===== src/rtl/lc3b_pkg.sv =====
// Shared types and default sizing for the LC-3b memory access sequencer.
package lc3b_pkg;

  typedef enum logic [2:0] {
    S_IDLE   = 3'd0,
    S_ADDR   = 3'd1,
    S_ACCESS = 3'd2,
    S_DONE   = 3'd3,
    S_ERR    = 3'd4
  } state_e;

  localparam logic SIZE_BYTE = 1'b0;
  localparam logic SIZE_WORD = 1'b1;

  localparam int ADDR_W_DEF  = 16;
  localparam int DATA_W_DEF  = 16;
  localparam int TIMEOUT_DEF = 15;

endpackage


===== src/rtl/lc3b_byte_ext.sv =====
// Picks one byte lane out of a memory word and zero- or sign-extends it.
module lc3b_byte_ext #(
  parameter int DATA_W = 16,
  parameter int LANE_W = 1
) (
  input  logic [DATA_W-1:0] data,
  input  logic [LANE_W-1:0] lane,
  input  logic              sext,
  output logic [DATA_W-1:0] result
);

  localparam int NB = DATA_W / 8;

  logic signed [7:0] byte_sel;

  always_comb begin
    byte_sel = '0;
    for (int i = 0; i < NB; i++) begin
      if (lane == LANE_W'(i)) byte_sel = data[8*i +: 8];
    end
    result = {{(DATA_W-8){sext & byte_sel[7]}}, byte_sel};
  end

endmodule


===== src/rtl/lc3b_mem_seq.sv =====
// LC-3b memory access sequencer: MAR/MDR staging, byte-lane steering,
// bounded wait on mem_ready and a one-cycle done/err completion pulse.
module lc3b_mem_seq
  import lc3b_pkg::*;
#(
  parameter int ADDR_W  = ADDR_W_DEF,
  parameter int DATA_W  = DATA_W_DEF,
  parameter int TIMEOUT = TIMEOUT_DEF
) (
  input  logic                clk,
  input  logic                rst_n,
  input  logic                req,
  input  logic                req_we,
  input  logic                req_size,
  input  logic                req_sext,
  input  logic [ADDR_W-1:0]   req_addr,
  input  logic [DATA_W-1:0]   req_wdata,
  output logic                busy,
  output logic                done,
  output logic                err,
  output logic [DATA_W-1:0]   rdata,
  output logic                mem_en,
  output logic                mem_we,
  output logic [DATA_W/8-1:0] mem_be,
  output logic [ADDR_W-1:0]   mem_addr,
  output logic [DATA_W-1:0]   mem_wdata,
  input  logic [DATA_W-1:0]   mem_rdata,
  input  logic                mem_ready
);

  localparam int NB     = DATA_W / 8;
  localparam int LANE_W = $clog2(NB);
  localparam int CNT_W  = $clog2(TIMEOUT + 1);

  state_e              state_q, state_d;
  logic [ADDR_W-1:0]   addr_q, addr_d;
  logic                we_q, we_d;
  logic                size_q, size_d;
  logic                sext_q, sext_d;
  logic [DATA_W-1:0]   wdata_q, wdata_d;
  logic [CNT_W-1:0]    cnt_q, cnt_d;

  logic                busy_q, busy_d;
  logic                done_q, done_d;
  logic                err_q, err_d;
  logic [DATA_W-1:0]   rdata_q, rdata_d;
  logic                mem_en_q, mem_en_d;
  logic                mem_we_q, mem_we_d;
  logic [NB-1:0]       mem_be_q, mem_be_d;
  logic [ADDR_W-1:0]   mem_addr_q, mem_addr_d;
  logic [DATA_W-1:0]   mem_wdata_q, mem_wdata_d;

  logic [LANE_W-1:0]   lane;
  logic [DATA_W-1:0]   ext_res;
  logic [DATA_W-1:0]   load_val;

  assign lane = addr_q[LANE_W-1:0];

  lc3b_byte_ext #(
    .DATA_W (DATA_W),
    .LANE_W (LANE_W)
  ) u_byte_ext (
    .data   (mem_rdata),
    .lane   (lane),
    .sext   (sext_q),
    .result (ext_res)
  );

  assign load_val = (size_q == SIZE_WORD) ? mem_rdata : ext_res;

  always_comb begin
    state_d     = state_q;
    addr_d      = addr_q;
    we_d        = we_q;
    size_d      = size_q;
    sext_d      = sext_q;
    wdata_d     = wdata_q;
    cnt_d       = cnt_q;
    rdata_d     = rdata_q;
    mem_be_d    = mem_be_q;
    mem_addr_d  = mem_addr_q;
    mem_wdata_d = mem_wdata_q;

    case (state_q)
      S_IDLE: begin
        if (req) begin
          addr_d  = req_addr;
          we_d    = req_we;
          size_d  = req_size;
          sext_d  = req_sext;
          wdata_d = req_wdata;
          state_d = S_ADDR;
        end
      end
      S_ADDR: begin
        mem_addr_d = addr_q;
        cnt_d      = '0;
        if (size_q == SIZE_BYTE) begin
          mem_be_d    = {{(NB-1){1'b0}}, 1'b1} << lane;
          mem_wdata_d = {NB{wdata_q[7:0]}};
        end else begin
          mem_be_d    = '1;
          mem_wdata_d = wdata_q;
        end
        // A misaligned word never reaches the memory bus.
        if (size_q == SIZE_WORD && addr_q[0]) state_d = S_ERR;
        else                                  state_d = S_ACCESS;
      end
      S_ACCESS: begin
        if (mem_ready) begin
          if (!we_q) rdata_d = load_val;
          state_d = S_DONE;
        end else if (cnt_q == CNT_W'(TIMEOUT)) begin
          state_d = S_ERR;
        end else begin
          cnt_d = cnt_q + 1'b1;
        end
      end
      S_DONE:  state_d = S_IDLE;
      S_ERR:   state_d = S_IDLE;
      default: state_d = S_IDLE;
    endcase

    // Outputs are registered from the next state so they line up with it.
    busy_d   = (state_d != S_IDLE);
    done_d   = (state_d == S_DONE) || (state_d == S_ERR);
    err_d    = (state_d == S_ERR);
    mem_en_d = (state_d == S_ACCESS);
    mem_we_d = (state_d == S_ACCESS) && we_d;
  end

  always_ff @(posedge clk or negedge rst_n) begin
    if (!rst_n) begin
      state_q     <= S_IDLE;
      addr_q      <= '0;
      we_q        <= 1'b0;
      size_q      <= 1'b0;
      sext_q      <= 1'b0;
      wdata_q     <= '0;
      cnt_q       <= '0;
      busy_q      <= 1'b0;
      done_q      <= 1'b0;
      err_q       <= 1'b0;
      rdata_q     <= '0;
      mem_en_q    <= 1'b0;
      mem_we_q    <= 1'b0;
      mem_be_q    <= '0;
      mem_addr_q  <= '0;
      mem_wdata_q <= '0;
    end else begin
      state_q     <= state_d;
      addr_q      <= addr_d;
      we_q        <= we_d;
      size_q      <= size_d;
      sext_q      <= sext_d;
      wdata_q     <= wdata_d;
      cnt_q       <= cnt_d;
      busy_q      <= busy_d;
      done_q      <= done_d;
      err_q       <= err_d;
      rdata_q     <= rdata_d;
      mem_en_q    <= mem_en_d;
      mem_we_q    <= mem_we_d;
      mem_be_q    <= mem_be_d;
      mem_addr_q  <= mem_addr_d;
      mem_wdata_q <= mem_wdata_d;
    end
  end

  assign busy      = busy_q;
  assign done      = done_q;
  assign err       = err_q;
  assign rdata     = rdata_q;
  assign mem_en    = mem_en_q;
  assign mem_we    = mem_we_q;
  assign mem_be    = mem_be_q;
  assign mem_addr  = mem_addr_q;
  assign mem_wdata = mem_wdata_q;

endmodule


===== config.mk =====
export PLATFORM = sky130hd
export DESIGN_NAME = lc3b_mem_seq
export DESIGN_NICKNAME = d
export VERILOG_FILES = /design/src/rtl/lc3b_pkg.sv /design/src/rtl/lc3b_byte_ext.sv /design/src/rtl/lc3b_mem_seq.sv
export SDC_FILE = /design/constraint.sdc
export NUM_CORES = 1
export LEC_CHECK = 0
export CORE_ASPECT_RATIO = 1.75
export CORE_MARGIN = 5
export CORE_UTILIZATION = 35
export CTS_CLUSTER_SIZE = 25
export DETAILED_ROUTE_END_ITERATION = 10
export PLACE_DENSITY_LB_ADDON = 0.1
export SETUP_SLACK_MARGIN = 0.05
export SYNTH_ARGS = -nofsm -noshare
export SYNTH_HDL_FRONTEND = slang
export SYNTH_HIERARCHICAL = 1
export SYNTH_SLANG_ARGS = --single-unit
export TNS_END_PERCENT = 30

===== constraint.sdc =====
create_clock -name clk -period 4.14 [get_ports clk]
set_input_delay 1.242 -clock clk [delete_from_list [all_inputs] [get_ports clk]]
set_output_delay 1.242 -clock clk [all_outputs]
set_load 0.02 [all_outputs]

-- After elaboration in Yosys (flattened, before gate mapping)
Index checks and enable logic that the tools add are counted.
- memories: 0
- input bits: 55
- bits in read-only memories: 0
- logic and storage cells: 51
- latch bits: 0
- flip-flop bits (word level): 97
- memory bits (writable): 0
- $lt $le $gt $ge: 0
- multiplexer cells: 14
- add/sub/neg operators: 1
- equality and inequality tests: 8
- multiply operators: 0
- bitwise operators: 2
- shifts and indexed selects: 1
- divide/modulo/power cells: 0
- reductions and logical operators: 9
- operators with widths (operator ; number):
    16-bit 2-to-1 mux ; 2
    3-bit 2-to-1 mux ; 4
    3-bit by 2-bit equality test with 1-bit output (second input constant) ; 3
    3-bit case mux with 3 select lines ; 1
    4-bit 2-to-1 mux ; 2
    8-bit 2-to-1 mux ; 1
    4-bit case mux with 2 select lines ; 1
    3-bit AND reduction ; 2
    4-bit by 1-bit adder with 4-bit output (second input constant) ; 1
    4-bit equality test (second input constant) ; 1
    2-bit inequality test (second input constant) ; 2
    3-bit by 1-bit equality test with 1-bit output (second input constant) ; 1
    3-bit equality test (second input constant) ; 1
    3-bit logical NOT ; 1
    3-bit nonzero test ; 1
    1-bit logical AND ; 2
    1-bit 2-to-1 mux ; 2
    2-bit 2-to-1 mux ; 1
    2-bit AND reduction ; 1
    2-bit nonzero test ; 1
    1-bit by 1-bit left shift with 2-bit output (first input constant) ; 1
    1-bit AND ; 1
    1-bit logical OR ; 1
    1-bit inverter ; 1

-- Longest topological paths before layout
- word-level depth: 6
- depth in mapped cells: 6
- mapped depth without buffers: 4

-- Modules after synthesis
Netlist, hierarchy kept.
- modules (own cells, without submodules) (module ; instances ; area an instance (sq um) ; cells an instance):
    lc3b_mem_seq ; 1 ; 3972.6 ; 269
    lc3b_byte_ext ; 1 ; 166.4 ; 17

-- Worst setup path before layout
No wires, ideal clock.
- kind: input port to flip-flop
- from: input mem_rdata[7]
- to: register rdata_q[12], in the netlist rdata[12]
- data arrival time: 2284 ps
- cell stages on the path: 5
- data required time: 4015 ps
- setup slack: 1731 ps
- library setup time: 125 ps
- cell sequence: mux2_4 -> and2_4 -> buf_4 -> mux2_2 -> mux2_2
- longest elaborated chain between the ends: 3
- ends and longest elaborated chain (item ; RTL line ; text):
    start, declared ; lc3b_mem_seq.sv:27 ; input logic [DATA_W-1:0] mem_rdata,
    8-bit 2-to-1 mux ; lc3b_byte_ext.sv:19 ; if (lane == LANE_W'(i)) byte_sel = data[8*i +: 8];
    1-bit AND ; lc3b_byte_ext.sv:21 ; result = {{(DATA_W-8){sext & byte_sel[7]}}, byte_sel};
    net ext_res[8] ; lc3b_mem_seq.sv:54 ; logic [DATA_W-1:0] ext_res;
    16-bit 2-to-1 mux ; lc3b_mem_seq.sv:69 ; assign load_val = (size_q == SIZE_WORD) ? mem_rdata : ext_res;
    end signal, assigned ; lc3b_mem_seq.sv:161 ; rdata_q <= rdata_d;
    end, declared ; lc3b_mem_seq.sv:46 ; logic [DATA_W-1:0] rdata_q, rdata_d;
The timed path passes the listed nets, and every way through them passes these cells.
A chain may end at the register's enable or synchronous reset.

-- Final worst setup path
- from: input req
- to: register addr_q[11]
- longest elaborated chain between the ends: 1
- ends and longest elaborated chain (item ; RTL line ; text):
    start, declared ; lc3b_mem_seq.sv:12 ; input logic req,
    2-bit AND reduction (no line) ; -- ;
    end signal, assigned ; lc3b_mem_seq.sv:152 ; addr_q <= addr_d;
    end, declared ; lc3b_mem_seq.sv:36 ; logic [ADDR_W-1:0] addr_q, addr_d;
Every way passes these cells.

==> results.md <==
- The critical register-to-register path startpoint is state_q[0].
- The critical path goes through clkdlybuf4s50_1 -> nor4b_4 -> buf_4 -> mux2_2.
- The detail route stage leaves a number of antenna-violating nets equal to 0.
- For this run, the detailed router's first-pass iteration total came to 4.
- Yosys instantiated no cell more often than dfrtp_1.
- The number of DRC markers after the initial detailed-route iteration is between 50 and 60.
- The run finished with clean final reports.
- The maximum clock skew at final layout is between 0.008 and 0.009 ns.
- The commonest cells after synthesis are dfrtp_1 (97), mux2_2 (96), buf_4 (12), a21oi_1 (11), nor2_1 (11).
- The kind of end point of the critical path is a register.
- The number of buffers and inverters on the critical path is 2.
- The clock reaches the later pin of the worst-skew pair after approximately 0.34 ns.
- The highest clock frequency the design can meet is 0.382 GHz.
- Global routing finished with a remaining overflow of 0.
- The shortest clock period the worst path allows after layout is about 2.6 ns.
- The number of setup buffers added after CTS is 0.
- The number of buffers inserted by hold repair at cts is 0.
- The number of placed I/O pins is 110.
- Synthesis produced a netlist whose cell count is about 290.
- Yosys printed 6 warnings.
- The analysis attributes to cell leakage a power of between 2 and 2.5 nW.
- The post-synthesis share of cell area spent on xor and xnor gates is 0%.
- The final net count is 446.
- Data on the critical path arrives at its endpoint at between 2 and 3 ns.
- CTS built an H-tree with a depth of 3.
- The number of vias in the routed layout is ~2,600.
- The final max-slew violation count was 0.
- The core area is 0.0116 sq mm.
- Summing the areas of all compound-gate instances in the mapped netlist gives around 2.8% of the synthesized area.
- The initial cell density of the core is a little over a third.
- Cells fill roughly half of the core in the end.
- Headroom to the max-slew limit came out at between 30% and 40%.
- The post-synthesis cell type with the largest combined area is dfrtp_1.
- The floorplan step defined a die boundary enclosing roughly 0.014 sq mm.
- The detail-routed net length per standard cell is roughly 17 um.
- Along the worst hold path, the cell count comes to 1.
- Measured along the y axis, the die boundary spans between 150 and 200 um.
- For this design the ratio of total power to cell area is a little over 800 mW/mm^2.
- After synthesis the netlist holds a flip-flop and latch count of 97.
- Counting flops with a built-in enable in the synthesized netlist gives 0.
- The via count of the first global-routing pass came to a little under 3,000.
- The aggregate global-route resource usage is 13.7%.
- At the pin with the least slew margin, the transition time is between 0.9 and 1 ns.
- Adding up every negative setup slack in the final design gives 0 ns.
- Summed over all nets, the half-perimeter wirelength after detailed placement is approximately 6.4 mm.
- Overall power consumption after layout is estimated at roughly 4.6 mW.
- 0 antenna diodes ended up in the layout.
- The portion of synthesized cell area occupied by the leading cell type is 58.6%.
- The TritonCTS sink count is between 90 and 100.
- The number of library cell types mapped by synthesis is 30.
- In the synthesized netlist the async set-or-reset flop fraction comes to 100%.
- In this run the clock root is driven by a clkbuf_16.
- Of the cells placed in the final design, the portion with a size suffix greater than 1 is between 30% and 40%.
- Ranked by total cell area, the synthesized netlist is headed by dfrtp_1 (59%), mux2_2 (26%), mux2i_1 (2.2%).
- The number of cell rows is 52.
- The total detailed-routing wirelength is ~9.1 mm.
- In this design, the stage delay of the slowest critical-path cell is around 0.50 ns.
- Max-cap violations in this run came to 0.
- The net count after synthesis is 342.
- The slowest stage cell on the critical path is clkdlybuf4s50_1.
- The most frequently used flop master after synthesis is dfrtp_1.
- The biggest fanout along the worst timing path is 39.
- The layout overhead on the synthesized area is 35.5%.
- The share of the cycle needed by the critical path after routing is around 63%.
- The number of buffers created by CTS is 9.
- The worst register-to-register path has a setup slack of between 1.5 and 2 ns.
- The category of the critical setup timing path is in2reg.
- After synthesis, the largest family of logic cells by area is multiplexers.
- From left edge to right edge, the die measures around 90 um.
- STA classifies the critical path startpoint as an input port.
- The dominant delay contributor by cell family on the critical path is buffers and inverters.
- TritonCTS built the clock tree.
- In this run the most critical hold path is launched from addr_q[15].
- Fill cells in the final layout number roughly 1,100.
- The endpoint of the worst hold-timing path is mem_addr[15].
- STA puts the critical path data required time at approximately 4.4 ns.
- The count of final hold-check violations is 0.
- Setup violations remaining at the end of the flow were counted as 0.
- Setup repair after global routing left no endpoint under its margin.
- The wire length of the first global-routing pass is roughly 15 mm.
- Routability-driven placement finished with a final weighted congestion of around 0.72.
- With fillers left out, the area of the finished cells amounts to 0.00561 sq mm.
- After detailed routing, the number of remaining DRC violations is 0.
- The count of buffers added on input and output ports is roughly 110.
- The part of the Yosys area used for sequential elements is 58.6%.
- The number of cells on the worst reg-to-reg path is 3.
- The number of antenna violations at the first check in global routing was 0.
- The mux contribution to synthesized area is 28.9%.
- After Yosys synthesis, and, or, nand and nor cells account for under 10% of the synthesized area.
- The placed instance area is 0.00530 sq mm.
- The cell area after synthesis is roughly 0.0041 sq mm.
- The average instance in the mapped netlist occupies 14.5 sq um.
- In this run the worst hold path is classified as reg2reg.
- The worst vdd rail ir drop is 0.000372 V.
- After clock tree synthesis, the clock-pin slew on the worst setup and hold paths is 0.07 ns.
- The number of instances resized during post-cts repair is 0.
- Of the total synthesized cell area, the portion taken by full adders, half adders and majority gates is less than 1%.
- Counting along the longest clock path gives a buffer depth of 2.
- The endpoint of the worst register-to-register path is mem_addr[6].
- The largest net degree at the start of global routing is 78.
- The via count normalized by instance count is approximately 4.9.
[placed cells by master, fill, tap and decap left out, drive strengths merged, types with 3 or more instances in the layout]
master	count
a21oi	11
buf	6
clkbuf	11
clkdlybuf4s50	108
clkinv	3
dfrtp	97
inv	3
mux2	98
mux2i	9
nand2	8
nand3	3
nor2	12
nor3	3
o21ai	5
[per-stage QoR]
stage,hold WS (ns),cells,worst slack [ns]
after floorplan,0.474,286,1.73
after global placement,0.485,514,1.16
after detailed placement,0.490,514,1.17
after CTS,0.509,530,1.53
after global routing,0.519,530,1.47
final,0.504,530,1.52
[final cells by class]
cell class,count,area [sq um],share of cell area [%]
clock buffer,11,253,4.51
clock inverter,5,61.3,1.09
inverter,2,7.51,0.134
multi-input combinational,166,1570,27.9
sequential,97,2430,43.3
tap,135,169,3.01
timing repair buffer,114,1130,20.1
[worst max-delay path by stage]
stage	startpoint	to	slack, ns	cells past startpoint
after floorplan	mem_rdata[7]	rdata[12]	1.73	5
after global placement	req	addr_q[5]	1.16	4
after detailed placement	req	wdata_q[12]	1.17	4
after CTS	req	wdata_q[2]	1.53	4
after global routing	mem_ready	rdata[9]	1.47	4
final	req	addr_q[11]	1.52	4
[worst reg2reg max path, stage by stage, from the launching register on]
cell and delay (ns):
dfrtp_1 0.48, nor3b_4 0.64, buf_4 0.52, mux2_2 0.40
[power by group]
part | leakage [nW] | switching (mW) | internal [mW] | total [mW]
Sequential | 1.16 | 0.326 | 1.41 | 1.74
Combinational | 1.01 | 0.867 | 1.12 | 1.99
Clock | 0.156 | 0.349 | 0.504 | 0.853
[layer usage]
layer | GRT usage, % | up-vias | part of all wire, %
met5 | 0 | - | 0
met2 | 23.8 | 88 | 52
li1 | - | 1214 | -
met3 | 3.91 | 12 | 5.8
met1 | 15.9 | 1291 | 41
met4 | 4.68 | 0 | 1.7
[sequential cells by signal, indices dropped and copies added, names as in the netlist]
| register | flops |
|---|---|
| busy | 1 |
| err | 1 |
| done | 1 |
| mem_addr | 16 |
| cnt_q | 4 |
| mem_we | 1 |
| mem_be | 2 |
| we_q | 1 |
| sext_q | 1 |
| rdata | 16 |
| wdata_q | 16 |
| mem_wdata | 16 |
| size_q | 1 |
| mem_en | 1 |
| state_q | 3 |
| addr_q | 16 |
[logic make-up after synthesis]
family	after synthesis
mux	107
flops	97
simple gates	37
buf+inv	23
compound gates	21
fa+ha+maj	1
Power figures use the tool's default switching activity.
